--- src/rtl/alu_instr_encoder_pkg.sv ---
// Shared ALU request codes and RV32I OP/OP-IMM field constants for the ALU instruction encoder.
package alu_instr_encoder_pkg;

  // ALU operation class, as produced by the decode-stage ALU decoder
  localparam logic [1:0] ALU_OP_ARITHM_REG = 2'b00;
  localparam logic [1:0] ALU_OP_ARITHM_IMM = 2'b01;

  localparam logic [2:0] ALU_ADD = 3'd0;
  localparam logic [2:0] ALU_SUB = 3'd1;
  localparam logic [2:0] ALU_AND = 3'd2;
  localparam logic [2:0] ALU_OR  = 3'd3;
  localparam logic [2:0] ALU_XOR = 3'd4;

  localparam logic [6:0] OPCODE_OP     = 7'b0110011;
  localparam logic [6:0] OPCODE_OP_IMM = 7'b0010011;

  localparam logic [2:0] FUNCT3_ADD = 3'b000;
  localparam logic [2:0] FUNCT3_XOR = 3'b100;
  localparam logic [2:0] FUNCT3_OR  = 3'b110;
  localparam logic [2:0] FUNCT3_AND = 3'b111;

  localparam logic [6:0] FUNCT7_BASE = 7'b0000000;
  localparam logic [6:0] FUNCT7_ALT  = 7'b0100000;

  // S1 stage contents: encoded word plus legality
  typedef struct packed {
    logic        vld;
    logic        legal;
    logic [31:0] word;
  } s1_t;

endpackage

--- src/rtl/alu_instr_encoder_fifo.sv ---
// instr_fifo: circular-buffer FIFO with exposed count; async active-low reset.
module instr_fifo #(
  parameter int DEPTH = 4,
  parameter int WIDTH = 32
) (
  input  logic                       clk,
  input  logic                       rst_n,
  input  logic                       push,
  input  logic [WIDTH-1:0]           din,
  input  logic                       pop,
  output logic [WIDTH-1:0]           dout,
  output logic [$clog2(DEPTH):0]     count
);
  localparam int AW = $clog2(DEPTH);

  logic [DEPTH-1:0][WIDTH-1:0] mem;
  logic [AW-1:0] wptr, rptr;
  logic push_ok, pop_ok;

  assign pop_ok  = pop && (count != '0);
  // A push into a full FIFO is only accepted when a pop frees the head in the same cycle
  assign push_ok = push && ((count != (AW+1)'(DEPTH)) || pop_ok);
  assign dout    = mem[rptr];

  always_ff @(posedge clk or negedge rst_n) begin
    if (!rst_n) begin
      mem   <= '0;
      wptr  <= '0;
      rptr  <= '0;
      count <= '0;
    end else begin
      if (push_ok) begin
        mem[wptr] <= din;
        wptr      <= wptr + 1'b1;
      end
      if (pop_ok) rptr <= rptr + 1'b1;
      case ({push_ok, pop_ok})
        2'b10:   count <= count + 1'b1;
        2'b01:   count <= count - 1'b1;
        default: count <= count;
      endcase
    end
  end

endmodule

--- src/rtl/alu_instr_encoder.sv ---
// ALU request -> RV32I OP/OP-IMM word encoder with S1 stage and output FIFO.
// Optional saturating reject counter on err_cnt when ALU_ENC_ERRCNT_EN is defined.
module alu_instr_encoder
  import alu_instr_encoder_pkg::*;
#(
  parameter int DEPTH = 4
) (
  input  logic        clk,
  input  logic        rst_n,
  input  logic        in_valid,
  output logic        in_ready,
  input  logic [1:0]  in_alu_op,
  input  logic [2:0]  in_alu_ctrl,
  input  logic [4:0]  in_rd,
  input  logic [4:0]  in_rs1,
  input  logic [4:0]  in_rs2,
  input  logic [11:0] in_imm,
  output logic        out_valid,
  input  logic        out_ready,
  output logic [31:0] out_instr,
`ifdef ALU_ENC_ERRCNT_EN
  output logic [7:0]  err_cnt,
`endif
  output logic        err
);
  localparam int AW = $clog2(DEPTH);

  s1_t           s1;
  logic [AW:0]   fifo_count;
  logic [AW+1:0] occ;
  logic          accept, legal;
  logic [31:0]   word;
  logic [2:0]    f3;
  logic [6:0]    f7;

  // Reserving the S1 slot up front means S1 can always drain into the FIFO
  assign occ      = {1'b0, fifo_count} + {{(AW+1){1'b0}}, s1.vld};
  assign in_ready = occ < (AW+2)'(DEPTH);
  assign accept   = in_valid && in_ready;
  assign out_valid = fifo_count != '0;

  always_comb begin
    f3    = FUNCT3_ADD;
    f7    = FUNCT7_BASE;
    legal = 1'b1;
    word  = '0;
    case (in_alu_ctrl)
      ALU_ADD: f3 = FUNCT3_ADD;
      ALU_SUB: f7 = FUNCT7_ALT;
      ALU_AND: f3 = FUNCT3_AND;
      ALU_OR:  f3 = FUNCT3_OR;
      ALU_XOR: f3 = FUNCT3_XOR;
      default: legal = 1'b0;
    endcase
    case (in_alu_op)
      ALU_OP_ARITHM_REG: word = {f7, in_rs2, in_rs1, f3, in_rd, OPCODE_OP};
      ALU_OP_ARITHM_IMM: begin
        word = {in_imm, in_rs1, f3, in_rd, OPCODE_OP_IMM};
        if (in_alu_ctrl == ALU_SUB) legal = 1'b0;
      end
      default: legal = 1'b0;
    endcase
  end

  always_ff @(posedge clk or negedge rst_n) begin
    if (!rst_n) begin
      s1  <= '0;
      err <= 1'b0;
    end else begin
      s1.vld   <= accept;
      s1.legal <= legal;
      s1.word  <= word;
      err      <= accept && !legal;
    end
  end

`ifdef ALU_ENC_ERRCNT_EN
  always_ff @(posedge clk or negedge rst_n) begin
    if (!rst_n)                                     err_cnt <= '0;
    else if (accept && !legal && err_cnt != 8'hFF)  err_cnt <= err_cnt + 1'b1;
  end
`endif

  instr_fifo #(.DEPTH(DEPTH), .WIDTH(32)) u_fifo (
    .clk   (clk),
    .rst_n (rst_n),
    .push  (s1.vld && s1.legal),
    .din   (s1.word),
    .pop   (out_ready),
    .dout  (out_instr),
    .count (fifo_count)
  );

endmodule

--- config.mk ---
export PLATFORM = sky130hd
export DESIGN_NAME = alu_instr_encoder
export DESIGN_NICKNAME = d
export VERILOG_FILES = /design/src/rtl/alu_instr_encoder_pkg.sv /design/src/rtl/alu_instr_encoder_fifo.sv /design/src/rtl/alu_instr_encoder.sv
export SDC_FILE = /design/constraint.sdc
export NUM_CORES = 1
export LEC_CHECK = 0
export CAP_MARGIN = 20
export CORE_MARGIN = 2
export CORE_UTILIZATION = 35
export DETAILED_ROUTE_END_ITERATION = 6
export GPL_TIMING_DRIVEN = 0
export MAX_ROUTING_LAYER = met4
export PLACE_DENSITY_LB_ADDON = 0.15
export REMOVE_ABC_BUFFERS = 1
export SYNTH_ARGS = -nofsm -noshare
export SYNTH_HDL_FRONTEND = slang
export SYNTH_SLANG_ARGS = --single-unit
--- constraint.sdc ---
create_clock -name clk -period 2.2 [get_ports clk]
set_clock_uncertainty 0.15 [all_clocks]
set_input_delay 0.44 -clock clk [delete_from_list [all_inputs] [get_ports clk]]
set_output_delay 0.44 -clock clk [all_outputs]
set_load 0.02 [all_outputs]
==> results.cfg, run 1 <==
[critical_path]
worstPathArrival_ps = 1840
critical_path_class = register to output port
cp-end-kind = output port
start_kind = register
crit_fanout = 6
cp.required_ps = 1610

[place]
place_congestion = 0.691
dp_hpwl_mm = 8.65
portBuffers = 67
pre_cts_ws_ps = -900

[routing]
initialDrtViolationCount = 117
dr.pass1.iters = 4
drc = 0
antenna_left = 0
routed_wl_mm = 14.0
wl_per_cell_um = 18.9
routed_via_density = 4.65
vias = 3458

[synth]
synth_compound_area_frac = 0.00533
syn-cell-area_sq_um = 6580
synth_edf_count = 0
synth_cell_types = 30
yosys.area_share.adder = 0.0126
postSynthAreaPerCell_sq_um = 17.3
ys.flop_type = dfrtp_1
synthArstFlopShare = 1.00
synth_top_cell_area_share = 0.552
synthTopCellsByArea = dfrtp_1 55%, mux2_4 18%, mux4_2 9.2%, mux2_2 5.0%, buf_12 2.4%
synth_top_family_by_area = multiplexers
syn_inst = 381
ys_ff_latch = 145
yosys.area.top_type = dfrtp_1
yosysSeqAreaShare = 0.552
synthSimpleGateAreaFrac = 0.0392
yosysMostFrequentCell = dfrtp_1
synth_mux_area_frac = 0.335
ys_warn_count = 0
synthXorXnorAreaFrac = 0.00799
synth_commonest_cells = 145 x dfrtp_1, 80 x mux2_4, 29 x mux2_2, 27 x mux4_2, 13 x nor2b_1

[timing]
slew_viol_final = 0
slew_headroom = 0.537
tightest_slew_ps = 694
fin_crit_sh = 1.10
layout_setup_ws_ps = -231
rsz0062_at_grt = true
fin_crit_ps = 2430
hold_violations = 0
clock.fmax_mhz = 411
setup_violations = 29

[final_layout]
drive_above_1_share = 0.525
diodes = 0
area_growth_syn_to_layout_pct = 30.9
post-route-util = 0.463
fillerInstances = 1620
nNetsFinal = 538

[global_route]
grt_start_max_net_pins = 75
grt_pass1_vias = 3993
grt_overflow = 0
grt_usage = 0.156
antenna_found_initial = 0
grt_first_pass_wirelength_mm = 22.7

[pwr]
p_leak_nw = 4.00
p_per_area_nw_per_um2 = 1280
ir_drop_v = 0.000591

[worst_hold_path]
min_path_type = register to register

[clock_tree]
clock_path_buffers = 2
cts_max_level = 4
cts_buffers = 17
clockRootBuffer = clkbuf_16
cts.sinks = 145
cts_tree = built
clk_latency_ps = 410
path_clk_slew_ps = 60

[floorplan]
die_h_um = 141
placeableCoreArea_sq_um = 18600
dieArea_sq_um = 19900
ios = 71
rows = 50
start_util = 0.354
fp.dieW_um = 141

[run]
maxCapViolations = 0

[outcome]
violations = negative setup slack
outcome = finished with violations
state kept, by name (all words and copies together) (netlist names):
register and flops:
u_fifo.wptr 2, s1 29, u_fifo.mem 108, u_fifo.count 3
err 1, u_fifo.rptr 2
stage by stage:
step | hold slack, ps | instances | area, sq um | setup TNS (ps) | total power [W]
floorplan | -5.59 | 357 | 6300 | -223190 | 0.00604
global placement | 335 | 658 | 7260 | -1313540 | 0.00721
detailed placement | 338 | 677 | 7560 | -66640 | 0.00733
CTS | 355 | 738 | 8550 | -6340 | 0.0111
global route | 366 | 743 | 8610 | -7140 | 0.0116
finish | 352 | 743 | 8610 | -5060 | 0.0110
kinds of logic (layout without fill, tap and decap cells):
group                    after synthesis  count (layout)
flip-flops                           145             145
AND/OR/NAND/NOR                       42              42
other                                  1               3
AO/OA/AOI/OAI                          5               5
buffers and inverters                 33             159
adder cells (fa/ha/maj)                6               6
XOR/XNOR                               6               6
multiplexers                         143             143
cell type report:
type / count / area (sq um) / area share
flip-flops and latches: 145 / 3640 / 0.422
multi-input cells: 205 / 2710 / 0.315
repair buffers: 120 / 1290 / 0.150
clock buffers: 17 / 425 / 0.0494
well taps: 234 / 293 / 0.0340
clock inverters: 15 / 229 / 0.0266
inverters: 7 / 26.3 / 0.00305
power by group:
group          internal (W)  switching (W)  total [W]
clock network       0.00203        0.00118    0.00321
logic               0.00237        0.00153    0.00390
registers           0.00342       0.000472    0.00389
total               0.00781        0.00318     0.0110
worst max-delay path, stage by stage, from the launching register on:
cell     delay [ps]
dfrtp_2         410
buf_12          130
buf_16          130
mux4_2          580
buf_6           170
layer usage:
layer / GRT usage / vias up / share of wire
met2: 0.239 / 57 / 0.48
met4: 0.0363 / 0 / 0.0076
met1: 0.209 / 1811 / 0.48
met3: 0.0428 / 9 / 0.032
li1: - / 1581 / -
met5: - / - / 0
placed cells by master, fill, tap and decap left out, types with 5 or more instances in the layout:
| cell | synthesis | routed |
|---|---|---|
| and2_1 | 8 | 8 |
| buf_12 | 8 | 6 |
| buf_2 | 3 | 12 |
| buf_4 | 6 | 24 |
| buf_6 | 4 | 27 |
| buf_8 | 0 | 5 |
| bufinv_16 | 0 | 5 |
| clkbuf_16 | 0 | 18 |
| clkdlybuf4s50_1 | 0 | 34 |
| dfrtp_1 | 145 | 141 |
| inv_1 | 7 | 6 |
| inv_6 | 0 | 5 |
| mux2_2 | 29 | 26 |
| mux2_4 | 80 | 83 |
| mux2i_1 | 7 | 7 |
| mux4_2 | 27 | 27 |
| nor2_1 | 11 | 10 |
| nor2b_1 | 13 | 13 |
final timing paths:
kind / from / to / slack (ps) / depth (start not counted)
min: u_fifo.mem[71] / u_fifo.mem[71] / 350 / 1
max in group asynchronous: rst_n / u_fifo.mem[118] / 630 / 3
max reg2reg: u_fifo.count[2] / u_fifo.mem[93] / 70 / 8
min reg2reg: u_fifo.mem[71] / u_fifo.mem[71] / 350 / 1
min in group asynchronous: rst_n / u_fifo.mem[48] / 470 / 2
max: u_fifo.rptr[0] / out_instr[0] / -230 / 4
timing repair:
action | 4_1_cts | 5_1_grt
hold buffers | 1 | 0
gates resized for setup | 161 | 7
pin swaps | 6 | 4
hold endpoints to repair | 71 | 0
setup endpoints to repair | 94 | 52
buffers inserted | 26 | 5
cloned | 2 | 1
Note: power is estimated with default switching activity, not from simulation.
==> inputs of run 2 (changes only) <==
--- a/config.mk
+++ b/config.mk
@@ -10,9 +10,11 @@
 export CORE_UTILIZATION = 35
 export DETAILED_ROUTE_END_ITERATION = 6
 export GPL_TIMING_DRIVEN = 0
+export HOLD_SLACK_MARGIN = 0.05
 export MAX_ROUTING_LAYER = met4
 export PLACE_DENSITY_LB_ADDON = 0.15
 export REMOVE_ABC_BUFFERS = 1
+export SKIP_CTS_REPAIR_TIMING = 1
 export SYNTH_ARGS = -nofsm -noshare
 export SYNTH_HDL_FRONTEND = slang
 export SYNTH_SLANG_ARGS = --single-unit
==> results.cfg, run 2 (same netlist as run 1, synthesis figures left out) <==
[final_layout]
fillerInstances = 1623
largest-register = u_fifo.mem
area_growth_syn_to_layout_pct = 31.0
nNetsFinal = 531
mostFrequentLayoutCells = 141 x dfrtp_1, 82 x mux2_4, 37 x buf_6
post-route-util = 0.464
largest_register_ff_count = 108
drive_above_1_share = 0.518
multi_input_area_sq_um = 2720
reg.largest.list = u_fifo.mem (108), s1 (29), u_fifo.count (3)
regArea_sq_um = 3640
mostFrequentLayoutCell = dfrtp_1
design_area_sq_um = 8620

[routing]
dr.pass1.iters = 4
drc = 0
routed_wl_mm = 13.7
initialDrtViolationCount = 131
vias = 3458
routed_via_density = 4.69
antenna_left = 0
wl_per_cell_um = 18.6

[clock_tree]
clockRootBuffer = clkbuf_16
clk_latency_ps = 410
path_clk_slew_ps = 60
cts.sinks = 145
clock_path_buffers = 2
cts_tree = built
cts_max_level = 4
cts_buffers = 17

[pwr]
p_leak_nw = 3.99
p_per_area_nw_per_um2 = 1270
ir_drop_v = 0.000623

[global_route]
grt_first_pass_wirelength_mm = 21.5
grt_pass1_vias = 3850
grt_overflow = 0
antenna_found_initial = 0
grt_start_max_net_pins = 75
grt_usage = 0.148

[critical_path]
cp-end-kind = output port
crit_family = multiplexers
worst_path_max_delay_cell = mux4_2
critical_path_class = register to output port
cp.required_ps = 1610
crit_fanout = 5
slowest_delay_ps = 530
start_kind = register
worstPathArrival_ps = 1890
path_buf_inv = 3
cp_cell_sequence = buf_4, clkbuf_16, mux4_2, buf_6

[timing]
setup_violations = 29
fin_crit_ps = 2480
hold_violations = 0
layout_setup_ws_ps = -284
tightest_slew_ps = 690
clock.fmax_mhz = 403
rsz0062_at_grt = true
slew_viol_final = 0
fin_crit_sh = 1.13
slew_headroom = 0.540

[floorplan]
dieArea_sq_um = 19900
fp.dieW_um = 141
rows = 50
die_h_um = 141
placeableCoreArea_sq_um = 18600
start_util = 0.354
ios = 71

[place]
place_congestion = 0.691
dpl_cell_area_sq_um = 7560
dp_hpwl_mm = 8.65
portBuffers = 67

[worst_hold_path]
min_path_type = register to register

[outcome]
violations = negative setup slack
outcome = finished with violations

[run]
maxCapViolations = 0
## run 2: final cells by class
class                      instances  area share
multi-input combinational        205       0.316
timing repair buffer             113       0.149
sequential                       145       0.422
inverter                           7     0.00305
clock inverter                    15      0.0266
clock buffer                      17      0.0494
antenna                            1    0.000290
tap                              234      0.0340
## run 2: power breakdown
| group | leakage [nW] | total (W) | switching, W | internal [W] |
|---|---|---|---|---|
| logic | 1.75 | 0.00382 | 0.00144 | 0.00238 |
| registers | 1.94 | 0.00397 | 0.000551 | 0.00341 |
| clock network | 0.307 | 0.00319 | 0.00117 | 0.00203 |
## run 2: worst register-to-register path, delay by kind of cell (launching register included)
| kind | cells | cell delay, ps |
|---|---|---|
| fa+ha+maj | 2 | 500 |
| simple gates | 3 | 600 |
| flops | 1 | 450 |
| xor+xnor | 2 | 290 |
| buf+inv | 2 | 130 |
## run 2: worst paths after layout
path	start	slack [ps]	end	cells after the start
max reg2reg	u_fifo.count[1]	0	u_fifo.count[2]	9
max in group asynchronous	rst_n	620	u_fifo.mem[126]	3
min in group asynchronous	rst_n	470	u_fifo.mem[48]	2
max	u_fifo.rptr[0]	-280	out_instr[26]	4
min	u_fifo.mem[71]	350	u_fifo.mem[71]	1
min reg2reg	u_fifo.mem[71]	350	u_fifo.mem[71]	1
## run 2: metrics by stage
step / setup TNS [ps] / hold WS (ps) / cells / total power, W / worst slack (ps)
floorplan: -223190 / -5.59 / 357 / 0.00604 / -2030
global placement: -1313540 / 335 / 658 / 0.00721 / -5210
detailed placement: -66640 / 338 / 677 / 0.00733 / -900
CTS: -37030 / -82.7 / 709 / 0.0106 / -872
global route: -8640 / 366 / 736 / 0.0116 / -342
finish: -6310 / 349 / 737 / 0.0110 / -284
## run 2: metal layers
layer / up-vias / part of all wire / global-route usage
met5: - / 0 / -
met4: 0 / 0.0079 / 0.0363
met3: 11 / 0.034 / 0.0431
met2: 61 / 0.49 / 0.223
met1: 1813 / 0.47 / 0.198
li1: 1573 / - / -
==> inputs of run 3 (changes only) <==
--- a/config.mk
+++ b/config.mk
@@ -5,6 +5,7 @@
 export SDC_FILE = /design/constraint.sdc
 export NUM_CORES = 1
 export LEC_CHECK = 0
+export ABC_CLOCK_PERIOD_IN_PS = 2200
 export CAP_MARGIN = 20
 export CORE_MARGIN = 2
 export CORE_UTILIZATION = 35
==> results of run 3 <==
Same layout as run 2: the final DEF is identical, and so are final timing and power.
